[src/rtl/eio_tmr_resp_pkg.sv]
`default_nettype none
// ============================================================================
//  Module      : eio_tmr_resp_pkg
//  Description : Shared bus widths, register offsets, FSM state type and
//                request-fault helper for the EIO timer responder.
//  Revision    : 1.0 - initial release
// ============================================================================
package eio_tmr_resp_pkg;

    // Bus widths: byte address and register data
    localparam int PC_SZ = 32;
    localparam int RSZ   = 32;

    // Register offsets within the 32-byte window
    localparam logic [4:0] EIO_TMR_MTIME_LO = 5'h00;
    localparam logic [4:0] EIO_TMR_MTIME_HI = 5'h04;
    localparam logic [4:0] EIO_TMR_CMP_LO   = 5'h08;
    localparam logic [4:0] EIO_TMR_CMP_HI   = 5'h0C;
    localparam logic [4:0] EIO_TMR_MSIP     = 5'h10;

    // Responder FSM
    typedef enum logic [1:0] {
        IDLE = 2'd0,
        WAIT = 2'd1,
        ACK  = 2'd2
    } EIO_RESP_STATE;

    // A request faults when misaligned, aimed at a reserved slot (0x14-0x1C),
    // or when it is not exactly one of read/write.
    function automatic logic eio_tmr_is_fault(input logic [4:0] off,
                                              input logic       is_rd,
                                              input logic       is_wr);
        return (off[1:0] != 2'b00) || (off > EIO_TMR_MSIP) || (is_rd == is_wr);
    endfunction

endpackage
`default_nettype wire

[src/rtl/eio_tmr_resp_mtime_cnt.sv]
`default_nettype none
// ============================================================================
//  Module      : eio_tmr_resp_mtime_cnt
//  Description : Prescaled 64-bit machine-time counter with independent
//                32-bit load ports for the low and high halves.
//  Revision    : 1.0 - initial release
//
//  Ports
//    clk_in    in   1   clock
//    reset_in  in   1   synchronous active-high reset
//    ld_lo     in   1   load mtime[31:0] from ld_data
//    ld_hi     in   1   load mtime[63:32] from ld_data
//    ld_data   in   32  load value
//    mtime     out  64  current counter value
// ============================================================================
module eio_tmr_resp_mtime_cnt #(
    parameter int TICK_DIV = 16
) (
    input  logic        clk_in,
    input  logic        reset_in,
    input  logic        ld_lo,
    input  logic        ld_hi,
    input  logic [31:0] ld_data,
    output logic [63:0] mtime
);

    // Keep at least one prescaler bit so TICK_DIV=1 still elaborates;
    // in that case the prescaler sits at 0 and every cycle is a tick.
    localparam int          PW      = (TICK_DIV > 1) ? $clog2(TICK_DIV) : 1;
    localparam logic [PW-1:0] PRE_MAX = PW'(TICK_DIV - 1);

    logic [PW-1:0] r_pre;
    logic [63:0]   r_mtime;
    logic          w_tick;

    assign w_tick = (r_pre == PRE_MAX);
    assign mtime  = r_mtime;

    always_ff @(posedge clk_in) begin
        if (reset_in) begin
            r_pre   <= '0;
            r_mtime <= '0;
        end else begin
            // Prescaler keeps running regardless of loads
            r_pre <= w_tick ? '0 : r_pre + 1'b1;

            // A load wins over a tick; the tick for that cycle is dropped and
            // the other half is left alone (no carry between halves).
            if (ld_lo) begin
                r_mtime[31:0] <= ld_data;
            end else if (ld_hi) begin
                r_mtime[63:32] <= ld_data;
            end else if (w_tick) begin
                r_mtime <= r_mtime + 64'd1;
            end
        end
    end

endmodule
`default_nettype wire

[src/rtl/eio_tmr_resp.sv]
`default_nettype none
// ============================================================================
//  Module      : eio_tmr_resp
//  Description : EIO bus responder exposing a memory-mapped machine timer
//                (mtime / mtimecmp) and software-interrupt bit (msip), and
//                driving the timer and software interrupt request lines.
//  Revision    : 1.0 - initial release
//
//  Ports
//    clk_in     in   1      core clock
//    reset_in   in   1      synchronous active-high reset
//    req        in   1      request, held until ack seen
//    addr       in   PC_SZ  byte address
//    rd         in   1      read
//    wr         in   1      write
//    wr_data    in   RSZ    write data
//    ack        out  1      one-cycle acknowledge
//    ack_fault  out  1      fault, valid with ack
//    ack_data   out  RSZ    read data, valid with ack, 0 otherwise
//    timer_irq  out  1      mtime >= mtimecmp (registered)
//    sw_irq     out  1      msip[0] (registered)
// ============================================================================
module eio_tmr_resp
    import eio_tmr_resp_pkg::*;
#(
    parameter logic [31:0] BASE_ADDR = 32'hFFFF_0000,
    parameter int          TICK_DIV  = 16,
    parameter int          ACK_LAT   = 1
) (
    input  logic             clk_in,
    input  logic             reset_in,
    input  logic             req,
    input  logic [PC_SZ-1:0] addr,
    input  logic             rd,
    input  logic             wr,
    input  logic [RSZ-1:0]   wr_data,
    output logic             ack,
    output logic             ack_fault,
    output logic [RSZ-1:0]   ack_data,
    output logic             timer_irq,
    output logic             sw_irq
);

    // Wait counter holds ACK_LAT-2 down to 0
    localparam int           CW       = (ACK_LAT > 2) ? $clog2(ACK_LAT - 1) : 1;
    localparam logic [CW-1:0] CNT_INIT = CW'((ACK_LAT >= 2) ? (ACK_LAT - 2) : 0);

    EIO_RESP_STATE   r_state;
    logic [4:0]      r_off;
    logic            r_rd;
    logic            r_wr;
    logic [RSZ-1:0]  r_wdata;
    logic [CW-1:0]   r_cnt;

    logic [63:0]     r_cmp;
    logic            r_msip;
    logic [63:0]     w_mtime;

    logic            w_in_win;
    logic            w_accept;
    logic            w_fire;
    logic [4:0]      w_off;
    logic            w_rd;
    logic            w_wr;
    logic [RSZ-1:0]  w_wdata;
    logic            w_fault;
    logic            w_wen;
    logic [RSZ-1:0]  w_rdata;

    // ------------------------------------------------------------------
    // Request decode
    // ------------------------------------------------------------------
    assign w_in_win = (addr[PC_SZ-1:5] == BASE_ADDR[PC_SZ-1:5]);
    assign w_accept = (r_state == IDLE) && req && w_in_win;

    // With ACK_LAT=1 the transaction completes on the accepting edge, so
    // the live bus fields are used; otherwise the latched copy is used.
    assign w_off   = (r_state == IDLE) ? addr[4:0] : r_off;
    assign w_rd    = (r_state == IDLE) ? rd        : r_rd;
    assign w_wr    = (r_state == IDLE) ? wr        : r_wr;
    assign w_wdata = (r_state == IDLE) ? wr_data   : r_wdata;

    assign w_fire  = ((ACK_LAT == 1) && w_accept) ||
                     ((r_state == WAIT) && (r_cnt == '0));
    assign w_fault = eio_tmr_is_fault(w_off, w_rd, w_wr);
    assign w_wen   = w_fire && !w_fault && w_wr;

    always_comb begin
        w_rdata = '0;
        case (w_off)
            EIO_TMR_MTIME_LO: w_rdata = w_mtime[31:0];
            EIO_TMR_MTIME_HI: w_rdata = w_mtime[63:32];
            EIO_TMR_CMP_LO:   w_rdata = r_cmp[31:0];
            EIO_TMR_CMP_HI:   w_rdata = r_cmp[63:32];
            EIO_TMR_MSIP:     w_rdata = {{(RSZ-1){1'b0}}, r_msip};
            default:          w_rdata = '0;
        endcase
    end

    // ------------------------------------------------------------------
    // Machine-time counter
    // ------------------------------------------------------------------
    eio_tmr_resp_mtime_cnt #(
        .TICK_DIV (TICK_DIV)
    ) u_mtime_cnt (
        .clk_in   (clk_in),
        .reset_in (reset_in),
        .ld_lo    (w_wen && (w_off == EIO_TMR_MTIME_LO)),
        .ld_hi    (w_wen && (w_off == EIO_TMR_MTIME_HI)),
        .ld_data  (w_wdata),
        .mtime    (w_mtime)
    );

    // ------------------------------------------------------------------
    // Compare / msip registers and interrupt outputs
    // ------------------------------------------------------------------
    always_ff @(posedge clk_in) begin
        if (reset_in) begin
            r_cmp     <= '1;
            r_msip    <= 1'b0;
            timer_irq <= 1'b0;
            sw_irq    <= 1'b0;
        end else begin
            if (w_wen && (w_off == EIO_TMR_CMP_LO)) r_cmp[31:0]  <= w_wdata;
            if (w_wen && (w_off == EIO_TMR_CMP_HI)) r_cmp[63:32] <= w_wdata;
            if (w_wen && (w_off == EIO_TMR_MSIP))   r_msip       <= w_wdata[0];
            timer_irq <= (w_mtime >= r_cmp);
            sw_irq    <= r_msip;
        end
    end

    // ------------------------------------------------------------------
    // Responder FSM with registered ack outputs
    // ------------------------------------------------------------------
    always_ff @(posedge clk_in) begin
        if (reset_in) begin
            r_state   <= IDLE;
            r_off     <= '0;
            r_rd      <= 1'b0;
            r_wr      <= 1'b0;
            r_wdata   <= '0;
            r_cnt     <= '0;
            ack       <= 1'b0;
            ack_fault <= 1'b0;
            ack_data  <= '0;
        end else begin
            ack       <= 1'b0;
            ack_fault <= 1'b0;
            ack_data  <= '0;

            case (r_state)
                IDLE: begin
                    if (w_accept) begin
                        r_off   <= addr[4:0];
                        r_rd    <= rd;
                        r_wr    <= wr;
                        r_wdata <= wr_data;
                        r_cnt   <= CNT_INIT;
                        if (ACK_LAT != 1) r_state <= WAIT;
                    end
                end
                WAIT: begin
                    if (r_cnt != '0) r_cnt <= r_cnt - 1'b1;
                end
                ACK: begin
                    r_state <= IDLE;
                end
                default: begin
                    r_state <= IDLE;
                end
            endcase

            // Completion overrides the state update above
            if (w_fire) begin
                r_state   <= ACK;
                ack       <= 1'b1;
                ack_fault <= w_fault;
                ack_data  <= (w_fault || !w_rd) ? '0 : w_rdata;
            end
        end
    end

endmodule
`default_nettype wire

[config.mk]
export PLATFORM = sky130hd
export DESIGN_NAME = eio_tmr_resp
export DESIGN_NICKNAME = d
export VERILOG_FILES = /design/src/rtl/eio_tmr_resp_pkg.sv /design/src/rtl/eio_tmr_resp_mtime_cnt.sv /design/src/rtl/eio_tmr_resp.sv
export SDC_FILE = /design/constraint.sdc
export NUM_CORES = 1
export LEC_CHECK = 0
export ABC_AREA = 0
export CORE_MARGIN = 10
export CORE_UTILIZATION = 60
export DETAILED_ROUTE_END_ITERATION = 8
export GPL_ROUTABILITY_DRIVEN = 1
export GPL_TIMING_DRIVEN = 0
export PLACE_DENSITY_LB_ADDON = 0.2
export RECOVER_POWER = 100
export SLEW_MARGIN = 20
export SYNTH_ARGS = -nofsm -noshare
export SYNTH_HDL_FRONTEND = slang
export SYNTH_SLANG_ARGS = --single-unit
[constraint.sdc]
create_clock -name clk_in -period 3.78 [get_ports clk_in]
set_input_delay 0.756 -clock clk_in [delete_from_list [all_inputs] [get_ports clk_in]]
set_output_delay 0.756 -clock clk_in [all_outputs]
set_load 0.05 [all_outputs]
[Word level (Yosys, flattened, before mapping)]
Index checks and enable logic that the tools add are counted.
Word-level totals
  register bits after elaboration: 209
  bits of input ports: 69
  output and inout bits: 36
Operators by class
  $add $sub $neg: 2
  $lt $le $gt $ge: 2
  bitwise operators: 2
  equal/unequal tests: 9
  muxes and demuxes: 12
  reduce and logical (&&, ||, !) cells: 25
Operator list (number)
  $pmux 32 s5: 1
  $mux 32: 4
  $add 64x1->64 const B: 1
  $ge 64x64->1: 1
  $mux 64: 1
  $eq 27x27->1 const B: 1
  $eq 5x4->1 const B: 2
  $logic_and 1x1->1: 9
  $reduce_and 2->1: 3
  $reduce_bool 2->1: 3
  $eq 5x3->1 const B: 1
  $eq 5x5->1 const B: 1
  $gt 5x5->1 const B: 1
  $logic_not 5->1: 1
  $mux 5: 1
  $add 4x1->4 const B: 1
  $eq 4x4->1 const B: 1
  $mux 2: 2
  $ne 2x1->1 const B: 2
  $reduce_or 2->1: 2
  $logic_or 1x1->1: 3
  $mux 1: 3
  $reduce_or 3->1: 1
  $logic_not 1->1: 2
  other kinds (3): 4

[Logic depth before layout (Yosys ltp)]
  depth after elaboration: 11
  depth in mapped cells: 10

[Modules after synthesis]
Synthesis repeated with hierarchy kept, for this count alone.
Unflattened totals
  cell total of the unflattened synthesis: 1409
  area total of the unflattened synthesis: 11992.8 µm²
Modules (own cells, without submodules)
  eio_tmr_resp: area an instance 7561.0 µm², sequential area each 2822.7 µm², cells each 836, instances 1
  eio_tmr_resp_mtime_cnt: area an instance 4431.8 µm², sequential area each 1361.3 µm², cells each 573, instances 1

[Worst setup path before layout]
Ideal clock, no wire load.
  path kind: input -> register
  start: in addr[23]
  end: reg r_cmp[0]
  buffers on the path: 2
  path slack: 1.236 ns
  library setup time: 0.120 ns
  stages: 7
  arrival: 2.425 ns
  path through: nand4_1 nor4_2 nand4_4 or3_1 buf_4 buf_6 a211o_1
On the way
  word-level cells in the longest chain between the ends: 5
RTL lines
  from (decl): line eio_tmr_resp.sv:33  | input logic [PC_SZ-1:0] addr,
  $eq 27x27->1: line eio_tmr_resp.sv:73  | assign w_in_win = (addr[PC_SZ-1:5] == BASE_ADDR[PC_SZ-1:5]);
  $logic_and 1x1->1: line eio_tmr_resp.sv:74  | assign w_accept = (r_state == IDLE) && req && w_in_win;
  $logic_and 1x1->1 (2 in series): line eio_tmr_resp.sv:86  | assign w_wen = w_fire && !w_fault && w_wr;
  $logic_and 1x1->1: line eio_tmr_resp.sv:124  | if (w_wen && (w_off == EIO_TMR_CMP_LO)) r_cmp[31:0] <= w_wdata;
  to (signal assigned): line eio_tmr_resp.sv:124
  to (decl): line eio_tmr_resp.sv:55  | logic [63:0] r_cmp;
Every way passes these cells.
A chain may end at the register's enable or synchronous reset.

[Worst setup path after layout]
  start: in addr[23]
  end: reg r_cmp[20]
The elaborated chain is that of the path after synthesis.

==> impl_metrics.env <==
export IMPL_status="finished, final reports clean"
export IMPL_worstReg2RegStart="r_state[1]"
export IMPL_drtIter0Drc=1723
export IMPL_maxSlewViolCount=0
export IMPL_numPortBuffers=104
export IMPL_final_cell_mix="dfxtp_1 (209), nor2_1 (175), nand2_1 (105)"
export IMPL_track_usage=0.328
export IMPL_synth_area_leaders="dfxtp_1 (36%), ha_1 (7.0%), mux2i_1 (6.5%)"
export IMPL_hp_start="r_cmp[32]"
export IMPL_postCtsSetupRepairBufs=0
export IMPL_hpwl_um=31800
export IMPL_place_inst=1780
export IMPL_fillCellCount=1604
export IMPL_drcViolationCount=0
export IMPL_min_to="r_cmp[32]"
export IMPL_netlist_area_um2=11800
export IMPL_area_delta_synth_final_pct=17.8
export IMPL_period_minus_slack_ns=3.57
export IMPL_clk_pin_slew_ns=0.06
export IMPL_postPlaceCellArea_um2=13100
export IMPL_cts_buffer_depth=3
export IMPL_cts_tree="done"
export IMPL_layout_drive_gt1_share=0.0545
export IMPL_cts_max_level=1
export IMPL_cts_root_buffer="clkbuf_16"
export IMPL_yosysWarningCount=0
export IMPL_finish_instance_area_um2=13800
export IMPL_hold_viol_final=0
export IMPL_cts_resized=0
export IMPL_hold_path_class="reg -> reg"
export IMPL_ys_seq_area_frac=0.356
export IMPL_synth_area_per_cell_um2=8.33
export IMPL_yosys_area_top_type_share=0.356
export IMPL_p_leak_nw=6.13
export IMPL_slew_headroom=0.244
export IMPL_rsz0062_at_grt="no"
export IMPL_power_density_nw_per_um2=350
export IMPL_grt_max_degree=13
export IMPL_antenna_found_initial=0
export IMPL_num_rows=51
export IMPL_first_pass_iters=6
export IMPL_detail_route_vias_per_cell=6.65
export IMPL_endpoint_kind="flop"
export IMPL_finalSetupViolations=0
export IMPL_cp_data_arrival_time_ns=3.98
export IMPL_finalNetCount=1676
export IMPL_synth_edf_count=0
export IMPL_final_cells=1824
export IMPL_min_path_cells=1
export IMPL_core_um2=19400
export IMPL_gr_total_overflow=0
export IMPL_fin_skew_ns=0.0174
export IMPL_ys_seq_elements=209
export IMPL_ios=105
export IMPL_power_total_mw=4.85
export IMPL_critPathRequiredTime_ns=4.18
export IMPL_grt_pass1_vias=11900
export IMPL_place_gp_congestion=1.02
export IMPL_synth_cell_types=67
export IMPL_cts_buffers_inserted=24
export IMPL_r2r_slack_ns=0.51
export IMPL_crit_reg2reg_capture="u_mtime_cnt.mtime[50]"
export IMPL_vdd_drop_max_mv=0.287
export IMPL_tightest_slew_ns=1.12
export IMPL_antenna_cells=0
export IMPL_postSynthCellCount=1411
export IMPL_mostFrequentLayoutCell="dfxtp_1"
export IMPL_clock_sinks=209
export IMPL_postSynth_asyncResetShare=0
export IMPL_period_share=0.946
export IMPL_synth_ff_type="dfxtp_1"
export IMPL_synth_nets=1546
export IMPL_post_drt_wl_per_cell_um=24.1
export IMPL_die_h_um=160
export IMPL_grt_pass1_wl_um=67600
export IMPL_startpoint_type="input pin"
export IMPL_hold_worst_slack_ns=0.485
export IMPL_initial_core_util=0.606
export IMPL_cts_hold_buf=0
export IMPL_r2r_cells=7
export IMPL_clk_latency_ns=0.53
export IMPL_ant_nets=0
export IMPL_worstSetupPathType="in -> reg"
export IMPL_crit_fanout=10
export IMPL_synth_area_leader_cell="dfxtp_1"
export IMPL_die_width_um=160
export IMPL_fmax_mhz=280
export IMPL_final_core_util=0.714
export IMPL_die_area_um2=25600
export IMPL_cap_violations=0
export IMPL_via_count=12100
export IMPL_routed_wl_um=43900
-- worst max-delay path, stage by stage --
cell and delay [ns]:
dlygate4sd3_1 0.53, nand4_1 0.09, nor4_1 0.49, nand4_1 0.56, or3_1 0.52, clkbuf_1 0.31, clkbuf_2 0.35, a211o_1 0.36
-- sequential cells by signal, summed over array words and instances, names as in the netlist --
name and flops:
r_cmp 64, u_mtime_cnt.mtime 64, ack_data 32, r_wdata 32, r_off 5, u_mtime_cnt.r_pre 4, ack 1, ack_fault 1
r_msip 1, r_rd 1, r_state 1, r_wr 1, sw_irq 1, timer_irq 1
-- metrics by stage --
stage | setup TNS, ns | setup slack [ns]
3_3_place_gp | -2.64 | -0.286
3_5_place_dp | -3.61 | -0.287
4_1_cts | 0 | 0.257
2_1_floorplan | 0 | 1.24
6_report | 0 | 0.205
5_1_grt | 0 | 0.116
-- layer usage --
| metal | track usage | vias up | part of all wire |
|---|---|---|---|
| met5 | 0 | - | 0 |
| met4 | 0.146 | 0 | 0.048 |
| met3 | 0.0956 | 156 | 0.12 |
| met2 | 0.521 | 792 | 0.44 |
| met1 | 0.405 | 5727 | 0.39 |
| li1 | - | 5457 | - |
-- synth_stat cells, types with 4 or more instances --
master,n
clkbuf_1,60
o21ai_0,47
a211o_1,67
a41oi_1,4
and3_1,10
buf_1,9
mux2_2,8
o311ai_0,4
a21o_1,29
nor3_1,40
nand2_1,105
buf_2,13
o21ai_1,4
or4_1,12
o211ai_1,36
nand3_1,35
o31ai_1,14
a2111oi_2,4
a31oi_1,29
a21oi_1,83
or2_2,6
ha_1,66
xnor2_1,10
nand2b_1,4
inv_1,84
nor4_1,12
dfxtp_1,209
nor2_1,174
and4_1,14
mux2i_1,76
and2_1,5
buf_6,9
xor2_1,7
nand4_1,32
a221oi_1,33
-- layout make-up --
cell class,count,area [um^2],share of cell area
Multi-Input combinational cell,1021,6770,0.489
Sequential cell,209,4180,0.302
Timing Repair Buffer,104,1040,0.0752
Clock buffer,41,756,0.0546
Buffer,97,407,0.0294
Tap cell,265,332,0.0239
Inverter,84,315,0.0228
Clock inverter,3,40.0,0.00289
-- power by group --
group	switching, mW	total [mW]	internal, mW
sequential	0.00291	2.21	2.21
clock	0.952	2.37	1.42
combinational	0.163	0.272	0.109
-- worst max-delay path by stage --
stage / start / to / slack (ns)
floorplan: addr[23] / r_cmp[0] / 1.24
global placement: addr[2] / u_mtime_cnt.mtime[50] / -0.29
detailed placement: addr[2] / u_mtime_cnt.mtime[50] / -0.29
CTS: addr[2] / u_mtime_cnt.mtime[50] / 0.26
global route: addr[23] / u_mtime_cnt.mtime[37] / 0.12
finish: addr[23] / r_cmp[20] / 0.21
-- logic make-up after synthesis --
family / Yosys count / share of synthesized area
simple gates: 474 / 0.195
compound gates: 380 / 0.228
flops: 209 / 0.356
buf+inv: 181 / 0.0662
mux: 84 / 0.0724
fa+ha+maj: 66 / 0.0702
xor+xnor: 17 / 0.0127
(Power assumes the default switching activity.)
